[config.mk]
export PLATFORM = sky130hd
export DESIGN_NAME = rf_wport_arbiter_flat
export DESIGN_NICKNAME = d
export VERILOG_FILES = /design/src/rtl/rf_wport_arbiter_if.sv /design/src/rtl/rf_wport_arbiter.sv /design/src/flat_wrapper.sv
export SDC_FILE = /design/constraint.sdc
export NUM_CORES = 1
export LEC_CHECK = 0
export CORE_MARGIN = 3
export CORE_UTILIZATION = 40
export CTS_CLUSTER_DIAMETER = 120
export DETAILED_ROUTE_END_ITERATION = 10
export PLACE_DENSITY = 0.78
export SLEW_MARGIN = 20
export SYNTH_ARGS = -nofsm -noshare
export SYNTH_HDL_FRONTEND = slang
export SYNTH_SLANG_ARGS = --single-unit
[constraint.sdc]
create_clock -name clk -period 4.9 [get_ports clk]
set_clock_uncertainty 0.15 [all_clocks]
set_input_delay 0.98 -clock clk [delete_from_list [all_inputs] [get_ports clk]]
set_output_delay 0.98 -clock clk [all_outputs]
set_load 0.03 [all_outputs]
[src/rtl/rf_wport_arbiter_if.sv]
// Bundle of the WB, mul/div, ID-check, register-file and debug-trace signals
// around the register-file write-port arbiter. The arbiter uses the slave
// modport; the surrounding pipeline (or a bench) uses the master modport.
interface rf_wport_arbiter_if;
    // WB stage
    logic        wb_valid;
    logic        wb_we;
    logic [4:0]  wb_waddr;
    logic [31:0] wb_wdata;
    logic [31:0] wb_pc;
    logic        wb_hold;
    // mul/div out-of-band result path
    logic        md_valid;
    logic        md_ready;
    logic [4:0]  md_waddr;
    logic [31:0] md_wdata;
    logic [31:0] md_pc;
    // ID interlock check
    logic [4:0]  id_rs;
    logic [4:0]  id_rt;
    logic [4:0]  id_rd;
    logic        id_pending;
    // register-file write port
    logic        rf_we;
    logic [4:0]  rf_waddr;
    logic [31:0] rf_wdata;
    // debug writeback trace
    logic [31:0] debug_wb_pc;
    logic [3:0]  debug_wb_rf_wen;
    logic [4:0]  debug_wb_rf_wnum;
    logic [31:0] debug_wb_rf_wdata;

    modport slave (
        input  wb_valid, wb_we, wb_waddr, wb_wdata, wb_pc,
        output wb_hold,
        input  md_valid, md_waddr, md_wdata, md_pc,
        output md_ready,
        input  id_rs, id_rt, id_rd,
        output id_pending,
        output rf_we, rf_waddr, rf_wdata,
        output debug_wb_pc, debug_wb_rf_wen, debug_wb_rf_wnum, debug_wb_rf_wdata
    );

    modport master (
        output wb_valid, wb_we, wb_waddr, wb_wdata, wb_pc,
        input  wb_hold,
        output md_valid, md_waddr, md_wdata, md_pc,
        input  md_ready,
        output id_rs, id_rt, id_rd,
        input  id_pending,
        input  rf_we, rf_waddr, rf_wdata,
        input  debug_wb_pc, debug_wb_rf_wen, debug_wb_rf_wnum, debug_wb_rf_wdata
    );
endinterface

[src/rtl/rf_wport_arbiter.sv]
// Register-file write-port arbiter. WB owns the port by default; mul/div
// results wait in a small FIFO and drain in cycles WB leaves free. If the
// FIFO head has been denied STARVE_LIMIT cycles in a row, WB is held for one
// cycle so the head can write. ID gets a pending check against every queued
// or currently offered mul/div destination (RAW and WAW interlock).
module rf_wport_arbiter #(
    parameter int DEPTH        = 2,
    parameter int STARVE_LIMIT = 4
) (
    input  logic                clk,
    input  logic                reset,
    rf_wport_arbiter_if.slave   bus
);

    localparam int PTR_W = (DEPTH > 1) ? $clog2(DEPTH) : 1;
    localparam int CNT_W = PTR_W + 1;
    localparam int SC_W  = $clog2(STARVE_LIMIT + 1);

    typedef struct packed {
        logic [4:0]  waddr;
        logic [31:0] wdata;
        logic [31:0] pc;
    } md_entry_t;

    md_entry_t              mem_q [DEPTH];
    logic [DEPTH-1:0]       valid_q,      valid_d;
    logic [PTR_W-1:0]       wr_ptr_q,     wr_ptr_d;
    logic [PTR_W-1:0]       rd_ptr_q,     rd_ptr_d;
    logic [CNT_W-1:0]       count_q,      count_d;
    logic [SC_W-1:0]        starve_cnt_q, starve_cnt_d;

    logic      wb_req;
    logic      head_req;
    logic      full;
    logic      hold;
    logic      grant_wb;
    logic      grant_head;
    logic      ready;
    logic      push;
    logic      pop;
    logic      pending;
    md_entry_t head;

    // A nonzero destination collides if any ID register names it.
    function automatic logic id_hit(input logic [4:0] a, input logic [4:0] rs,
                                    input logic [4:0] rt, input logic [4:0] rd);
        return (a != 5'd0) && ((rs == a) || (rt == a) || (rd == a));
    endfunction

    // Request, hold and grant decisions; reset forces an idle, accepting port.
    always_comb begin
        // NOTE: every signal gets a value before any branch so no latch is inferred.
        wb_req     = bus.wb_valid && bus.wb_we;
        head_req   = !reset && (count_q != '0);
        full       = (count_q == CNT_W'(DEPTH));
        hold       = head_req && wb_req && (starve_cnt_q == SC_W'(STARVE_LIMIT));
        grant_wb   = !reset && wb_req && !hold;
        grant_head = !grant_wb && head_req;
        ready      = reset || !full;
        push       = !reset && bus.md_valid && ready && (bus.md_waddr != 5'd0);
        pop        = grant_head;
        head       = mem_q[rd_ptr_q];
    end

    // Pending-write check against valid FIFO entries and the offered result.
    always_comb begin
        pending = bus.md_valid && id_hit(bus.md_waddr, bus.id_rs, bus.id_rt, bus.id_rd);
        for (int i = 0; i < DEPTH; i++) begin
            if (!reset && valid_q[i] &&
                id_hit(mem_q[i].waddr, bus.id_rs, bus.id_rt, bus.id_rd)) begin
                pending = 1'b1;
            end
        end
    end

    // Next-state for FIFO pointers, occupancy, entry valids and starvation count.
    always_comb begin
        wr_ptr_d     = wr_ptr_q;
        rd_ptr_d     = rd_ptr_q;
        count_d      = count_q;
        valid_d      = valid_q;
        starve_cnt_d = starve_cnt_q;
        if (reset) begin
            wr_ptr_d     = '0;
            rd_ptr_d     = '0;
            count_d      = '0;
            valid_d      = '0;
            starve_cnt_d = '0;
        end else begin
            if (pop) begin
                rd_ptr_d          = rd_ptr_q + PTR_W'(1);
                valid_d[rd_ptr_q] = 1'b0;
            end
            if (push) begin
                wr_ptr_d          = wr_ptr_q + PTR_W'(1);
                valid_d[wr_ptr_q] = 1'b1;
            end
            case ({push, pop})
                2'b10:   count_d = count_q + CNT_W'(1);
                2'b01:   count_d = count_q - CNT_W'(1);
                default: count_d = count_q;
            endcase
            if (!head_req || grant_head) begin
                starve_cnt_d = '0;
            end else if (starve_cnt_q != SC_W'(STARVE_LIMIT)) begin
                starve_cnt_d = starve_cnt_q + SC_W'(1);
            end
        end
    end

    // State registers; reset is folded into the _d logic above.
    always_ff @(posedge clk) begin
        // NOTE: non-blocking assignments so every flop samples pre-edge values.
        wr_ptr_q     <= wr_ptr_d;
        rd_ptr_q     <= rd_ptr_d;
        count_q      <= count_d;
        valid_q      <= valid_d;
        starve_cnt_q <= starve_cnt_d;
    end

    // FIFO storage written on push.
    always_ff @(posedge clk) begin
        // NOTE: storage is not reset; valid_q and count_q decide what is live.
        if (push) begin
            mem_q[wr_ptr_q] <= '{waddr: bus.md_waddr, wdata: bus.md_wdata, pc: bus.md_pc};
        end
    end

    assign bus.wb_hold           = hold;
    assign bus.md_ready          = ready;
    assign bus.id_pending        = pending;
    assign bus.rf_we             = grant_wb || grant_head;
    assign bus.rf_waddr          = grant_head ? head.waddr : bus.wb_waddr;
    assign bus.rf_wdata          = grant_head ? head.wdata : bus.wb_wdata;
    assign bus.debug_wb_pc       = grant_head ? head.pc    : bus.wb_pc;
    assign bus.debug_wb_rf_wen   = {4{bus.rf_we}};
    assign bus.debug_wb_rf_wnum  = bus.rf_waddr;
    assign bus.debug_wb_rf_wdata = bus.rf_wdata;

endmodule

[src/flat_wrapper.sv]
// flat-port wrapper written by rule: the top's interface ports become plain ports
module rf_wport_arbiter_flat 
#(
    parameter int DEPTH        = 2,
    parameter int STARVE_LIMIT = 4
)
  (clk, reset, bus_wb_valid, bus_wb_we, bus_wb_waddr, bus_wb_wdata, bus_wb_pc, bus_wb_hold, bus_md_valid, bus_md_waddr, bus_md_wdata, bus_md_pc, bus_md_ready, bus_id_rs, bus_id_rt, bus_id_rd, bus_id_pending, bus_rf_we, bus_rf_waddr, bus_rf_wdata, bus_debug_wb_pc, bus_debug_wb_rf_wen, bus_debug_wb_rf_wnum, bus_debug_wb_rf_wdata);
  rf_wport_arbiter_if bus_i ();
  input  logic clk;
  input  logic reset;
  input wire logic [$bits(bus_i.wb_valid)-1:0] bus_wb_valid;
  input wire logic [$bits(bus_i.wb_we)-1:0] bus_wb_we;
  input wire logic [$bits(bus_i.wb_waddr)-1:0] bus_wb_waddr;
  input wire logic [$bits(bus_i.wb_wdata)-1:0] bus_wb_wdata;
  input wire logic [$bits(bus_i.wb_pc)-1:0] bus_wb_pc;
  output wire logic [$bits(bus_i.wb_hold)-1:0] bus_wb_hold;
  input wire logic [$bits(bus_i.md_valid)-1:0] bus_md_valid;
  input wire logic [$bits(bus_i.md_waddr)-1:0] bus_md_waddr;
  input wire logic [$bits(bus_i.md_wdata)-1:0] bus_md_wdata;
  input wire logic [$bits(bus_i.md_pc)-1:0] bus_md_pc;
  output wire logic [$bits(bus_i.md_ready)-1:0] bus_md_ready;
  input wire logic [$bits(bus_i.id_rs)-1:0] bus_id_rs;
  input wire logic [$bits(bus_i.id_rt)-1:0] bus_id_rt;
  input wire logic [$bits(bus_i.id_rd)-1:0] bus_id_rd;
  output wire logic [$bits(bus_i.id_pending)-1:0] bus_id_pending;
  output wire logic [$bits(bus_i.rf_we)-1:0] bus_rf_we;
  output wire logic [$bits(bus_i.rf_waddr)-1:0] bus_rf_waddr;
  output wire logic [$bits(bus_i.rf_wdata)-1:0] bus_rf_wdata;
  output wire logic [$bits(bus_i.debug_wb_pc)-1:0] bus_debug_wb_pc;
  output wire logic [$bits(bus_i.debug_wb_rf_wen)-1:0] bus_debug_wb_rf_wen;
  output wire logic [$bits(bus_i.debug_wb_rf_wnum)-1:0] bus_debug_wb_rf_wnum;
  output wire logic [$bits(bus_i.debug_wb_rf_wdata)-1:0] bus_debug_wb_rf_wdata;
  assign bus_i.wb_valid = bus_wb_valid;
  assign bus_i.wb_we = bus_wb_we;
  assign bus_i.wb_waddr = bus_wb_waddr;
  assign bus_i.wb_wdata = bus_wb_wdata;
  assign bus_i.wb_pc = bus_wb_pc;
  assign bus_wb_hold = bus_i.wb_hold;
  assign bus_i.md_valid = bus_md_valid;
  assign bus_i.md_waddr = bus_md_waddr;
  assign bus_i.md_wdata = bus_md_wdata;
  assign bus_i.md_pc = bus_md_pc;
  assign bus_md_ready = bus_i.md_ready;
  assign bus_i.id_rs = bus_id_rs;
  assign bus_i.id_rt = bus_id_rt;
  assign bus_i.id_rd = bus_id_rd;
  assign bus_id_pending = bus_i.id_pending;
  assign bus_rf_we = bus_i.rf_we;
  assign bus_rf_waddr = bus_i.rf_waddr;
  assign bus_rf_wdata = bus_i.rf_wdata;
  assign bus_debug_wb_pc = bus_i.debug_wb_pc;
  assign bus_debug_wb_rf_wen = bus_i.debug_wb_rf_wen;
  assign bus_debug_wb_rf_wnum = bus_i.debug_wb_rf_wnum;
  assign bus_debug_wb_rf_wdata = bus_i.debug_wb_rf_wdata;
  rf_wport_arbiter #(.DEPTH(DEPTH), .STARVE_LIMIT(STARVE_LIMIT)) u_core (.clk(clk), .reset(reset), .bus(bus_i));
endmodule
---- Yosys cells after proc, flatten, opt, wreduce, memory -nomap -nowiden ----
Memories as Yosys holds them, arrays and structs flattened. A register that Yosys moved wholly into a read port is not among the register bits.
Cells that the tools add are included.
operators by class
  add/sub/neg operators ................... 5
  multipliers ............................. 0
  divide/modulo/power cells ............... 0
  magnitude comparators ................... 4
  eq/ne operators ......................... 14
  shifts and indexed selects .............. 0
  mux-type cells .......................... 17
  bitwise logic cells ..................... 3
  reductions and logical operators ........ 40
operators with widths
  cell                   number
  $mux W32               2
  $eq A5 B5 Y1           9
  $logic_and A1 B1 Y1    20
  $reduce_bool A5 Y1     3
  $logic_or A1 B1 Y1     9
  $mux W1                8
  $mux W2                3
  $logic_not A1 Y1       5
  $mux W5                1
  $eq A2 B2 Y1 const B   2
  $lt A1 B2 Y1 const B   2
  $pmux W2 S2            1
  $reduce_bool A2 Y1     2
  $add A3 B1 Y3 const B  1
  $eq A3 B3 Y1 const B   1
  $ne A3 B3 Y1 const B   1
  $add A1 B1 Y1 const B  2
  $add A2 B1 Y2 const B  1
  $and A2 B2 Y2          1
  $demux W1 S1           2
  $eq A2 B1 Y1 const B   1
  $ge A1 B1 Y1 const B   2
  $not A2 Y2             1
  $or A2 B2 Y2           1
  2 further kinds        2
word-level totals
  register bits after elaboration ......... 9
  bits in latches ......................... 0
  memory bits (writable) .................. 138
  bits in read-only memories .............. 0
  input bits .............................. 158
  memories kept ........................... 1
memory list
  memory        words  width  read ports  clocked after memory_dff  write ports  line                    RTL
  u_core.mem_q  2      69     3           1                         1            rf_wport_arbiter.sv:25  md_entry_t mem_q [DEPTH];

---- Depth between registers and ports, before layout ----
  depth in word-level cells ............... 12
  gate-level depth with buffers ........... 10

---- Worst setup path after synthesis ----
Ideal clock, no wire load.
  path kind ............................... in2reg
  from .................................... input port reset
  to ...................................... memory u_core.mem_q[0][0] in the netlist's numbering (enable)
  library setup time ...................... 0.498 ns
  arrival time ............................ 4.685 ns
  required time ........................... 4.252 ns
  slack ................................... -0.433 ns
  cell stages on the path ................. 5
  buffers on the path ..................... 1
  path through ............................ nor2_1 nand2_1 or3b_1 buf_6 nor2_1
RTL lines
  what                               line                     RTL
  from (decl)                        flat_wrapper.sv:10       input logic reset;
  $logic_or A1 B1 Y1                 rf_wport_arbiter.sv:59   ready = reset || !full;
  net bus_md_ready                   flat_wrapper.sv:21       output wire logic [$bits(bus_i.md_ready)-1:0] bus_md_ready;
  $logic_and A1 B1 Y1 (2 in series)  rf_wport_arbiter.sv:60   push = !reset && bus.md_valid && ready && (bus.md_waddr != 5'd0);
  $mux W1                            rf_wport_arbiter.sv:124  if (push) begin
  $mux W1 (implied by the code)      rf_wport_arbiter.sv:125  mem_q[wr_ptr_q] <= '{waddr: bus.md_waddr, wdata: bus.md_wdata, pc: bus.md_pc};
  to (decl)                          rf_wport_arbiter.sv:25
The timed path passes the listed nets, and every way through them passes these cells.

---- Worst setup path in the final report ----
  from .................................... input port reset
  to ...................................... output port bus_debug_wb_rf_wdata[21]
on the way
  longest elaborated chain between the ends .. 9
RTL lines
  what                               line                                            RTL
  $logic_not A1 Y1 *                 rf_wport_arbiter.sv:54, rf_wport_arbiter.sv:57
  $logic_and A1 B1 Y1                rf_wport_arbiter.sv:54                          head_req = !reset && (count_q != '0);
  $logic_and A1 B1 Y1 (2 in series)  rf_wport_arbiter.sv:56                          hold = head_req && wb_req && (starve_cnt_q == SC_W'(STARVE_LIMIT));
  $logic_not A1 Y1                   rf_wport_arbiter.sv:57                          grant_wb = !reset && wb_req && !hold;
  $logic_and A1 B1 Y1                rf_wport_arbiter.sv:57
  $logic_not A1 Y1                   rf_wport_arbiter.sv:58                          grant_head = !grant_wb && head_req;
  $logic_and A1 B1 Y1 *              rf_wport_arbiter.sv:58
  $mux W32 *                         rf_wport_arbiter.sv:134                         assign bus.rf_wdata = grant_head ? head.wdata : bus.wb_wdata;
  to (decl)                          flat_wrapper.sv:32                              output wire logic [$bits(bus_i.debug_wb_rf_wdata)-1:0] bus_debug_wb_rf_wdata;
Every way passes the cells marked *; elsewhere a longest branch is shown, timed or not.

==> flow_metrics.py <==
metrics = {
    "final_layout": {
        "utilization_pct": 59.7,
        "drive_above_1_share_pct": 11.4,
        "instances_no_fill": 1004,
        "fillers": 1323,
        "regArea_um2": 4350,
        "multiInputGateArea_um2": 2120,
        "fin_nets": 932,
        "synthToLayoutAreaGrowth_pct": 44.7,
        "num_antenna_cells": 0,
    },
    "global_route": {
        "antenna_found_initial": 0,
        "grt_pass1_vias": 5090,
        "grt_pass1_wl_um": 25200,
        "grt_max_degree": 55,
        "grtUsageTotal_pct": 17.6,
        "grt_overflow": 0,
    },
    "critical_path": {
        "regToRegStartpoint": "u_core.starve_cnt_q[0]",
        "critPathKind": "input pin to primary output",
        "reg2reg_depth": 8,
        "cp-end-kind": "primary output",
        "slowest_delay_ps": 720,
        "rr_endpoint": "u_core.count_q[1]",
        "ff2ff_setup_slack_ps": 2550,
        "crit_slowest_cell": "clkdlybuf4s50_1",
        "crit_chain": "clkdlybuf4s50_1 -> o21bai_1 -> a31oi_4 -> buf_12 -> nor2_1 -> a21oi_1 -> clkdlybuf4s50_1",
        "cpLargestDelayFamily": "buffers and inverters",
        "path_max_fanout": 53,
        "cpMostUsedCell": "clkdlybuf4s50_1",
        "path_buf_inv": 3,
        "start_kind": "input pin",
        "cp_data_arrival_time_ps": 3320,
        "crit_required_ps": 3770,
    },
    "clock_network": {
        "clockRootBuffer": "clkbuf_16",
        "insertion_delay_ps": 410,
        "clockBufferDepth": 2,
        "ctsHtreeMaxLevel": 4,
        "cts_setup_buffers": 0,
        "ctsResizeCount": 0,
        "cts.clk_slew.worst_paths_ps": 60,
        "cts_sinks": 148,
        "numCtsBuffers": 17,
        "holdBufCountCts": 0,
        "cts_tree": "done",
    },
    "pwr": {
        "p_per_area_nw_per_um2": 377,
        "leakagePower_nw": 3.44,
        "ir_worst_vdd_mv": 0.204,
        "power_mw": 3.77,
    },
    "logic_synthesis": {
        "yosys.area.top_type_share_pct": 59.9,
        "ys.warnings.count": 0,
        "yosys.area.top_type": "edfxtp_1",
        "synth_commonest_cells": "edfxtp_1, nor2_1, a21oi_1",
        "ys_seq_elements": 148,
        "yosysUniqueCellTypes": 34,
        "avgSynthCellArea_um2": 12.8,
        "synth_area_leaders": "edfxtp_1, mux2i_1, a21oi_1, buf_4, nor2_1",
        "syn-num-nets": 703,
        "syn-instance-count": 542,
        "ys_seq_area_share_pct": 62.8,
        "yosysMostFrequentCell": "edfxtp_1",
        "ys_async_sr_fraction_pct": 0,
        "synth_edf_count": 138,
        "ys.flop_type": "edfxtp_1",
        "syn-cell-area_um2": 6920,
    },
    "timing": {
        "drv_slew": 0,
        "slew_headroom_pct": 59.2,
        "worst_pin_slew_ps": 612,
        "max_freq_mhz": 225,
        "finalSetupViolations": 0,
        "min_period_ps": 4450,
        "finalCritPeriodShare_pct": 90.8,
        "hold_viol": 0,
        "rsz0062_at_grt": "no",
    },
    "route": {
        "drt_first_iter_violations": 265,
        "drtAntennaViolNets": 0,
        "firstDrtPassIters": 4,
        "wl_per_cell_um": 17.0,
        "route.detailed.drc": 0,
        "wl_um": 17100,
        "vias_per_cell": 4.84,
        "num_vias": 4863,
    },
    "floorplan": {
        "fp.dieH_um": 137,
        "ios": 272,
        "die_w_um": 137,
        "core-area_um2": 16800,
        "num_rows": 47,
        "initial_core_util_pct": 41.3,
        "die-area_um2": 18900,
    },
    "worst_hold_path": {
        "hp-class": "flip-flop to flip-flop",
        "holdPathEnd": "u_core.starve_cnt_q[0]",
        "min_path_cells": 1,
        "min-delay-start": "u_core.starve_cnt_q[0]",
    },
    "placed_design": {
        "port_buffers": 271,
        "dp.cells": 972,
        "dpl.hpwl_um": 12400,
        "gp_congestion": 0.877,
    },
    "job": {
        "cap_violations": 0,
    },
    "run_status": {
        "status": "finished clean",
    },
}
## report_power, final
group          switching [mW]  leakage, nW  internal (mW)
Combinational           0.607         1.83          0.464
Sequential             0.0455         1.35           1.45
Clock                   0.507        0.258          0.699
## cell usage in the layout (no fill, tap or decap), types with 2 or more instances in the layout
cell             synthesis  routed
nor2_1                  81      79
clkbuf_16                0      17
nor3_1                  11      11
inv_6                    0       6
buf_12                   0       2
edfxtp_1               138     138
nand2_1                  5       5
a21oi_1                 72      72
dfxtp_1                 10       9
clkinvlp_4               0       4
xnor2_1                 22      22
xor2_1                  28      28
ha_1                     3       3
nor2_4                   0       2
mux2i_1                 69      69
inv_1                    3       3
nand3_1                 11      11
clkdlybuf4s50_1          0     227
buf_4                   43      52
clkinv_1                 0       4
## per-layer routing
layer | vias to the layer above | GRT usage [%] | wire (µm)
met2 | 187 | 31.5 | 8940
met4 | 0 | 6.82 | 262
met3 | 21 | 4.78 | 1320
met5 | - | 0 | 0
met1 | 2288 | 19.8 | 6590
li1 | 2367 | - | -
## flip-flops by register name, indices dropped and copies added (netlist names), named ones only
signal and count:
u_core.count_q 2, u_core.starve_cnt_q 3, u_core.rd_ptr_q 1, u_core.valid_q 2, u_core.wr_ptr_q 1, u_core.mem_q 138
## cells by family (layout without fill, tap and decap cells)
logic type	after synthesis	count (layout)	share of synthesized area [%]
adders and majority gates	3	3	0.543
buffers and inverters	74	316	6.77
muxes	69	69	9.99
xor gates and xnor gates	50	50	6.33
DFF	148	148	62.8
and+or+nand+nor	118	118	7.33
AOI/OAI and AO/OA	80	80	6.22
## worst reg2reg max path: stages (launching register included)
cell	delay, ps
dfxtp_1	340
inv_1	70
ha_1	140
nand2_1	130
a31oi_4	380
buf_12	280
ha_1	310
or3_1	350
a21oi_1	140
## stage by stage
step / hold slack (ps) / TNS [ps] / area (µm²) / setup slack, ps
2_1_floorplan: 267 / -59700 / 6920 / -433
3_5_place_dp: 301 / 0 / 9460 / 453
4_1_cts: 322 / 0 / 10000 / 445
3_3_place_gp: 277 / 0 / 9460 / 552
5_1_grt: 339 / 0 / 10000 / 329
6_report: 326 / 0 / 10000 / 453
## area by class of cell
type / count / area share, %
Sequential cell: 148 / 43.4
Timing Repair Buffer: 281 / 27.0
Multi-Input combinational cell: 320 / 21.2
Clock buffer: 17 / 4.25
Tap cell: 220 / 2.75
Clock inverter: 15 / 1.28
Inverter: 3 / 0.113
## worst max path at each step
stage	startpoint	depth (start not counted)	slack [ps]	endpoint
floorplan	reset	5	-430	u_core.mem_q[0][0]
global placement	reset	7	550	bus_debug_wb_rf_wdata[27]
detailed placement	reset	7	450	bus_debug_wb_rf_wdata[21]
CTS	reset	7	450	bus_debug_wb_rf_wdata[21]
global route	reset	7	330	bus_debug_wb_rf_wdata[27]
finish	reset	7	450	bus_debug_wb_rf_wdata[21]
No activity file was read; power rests on OpenSTA's default activity.
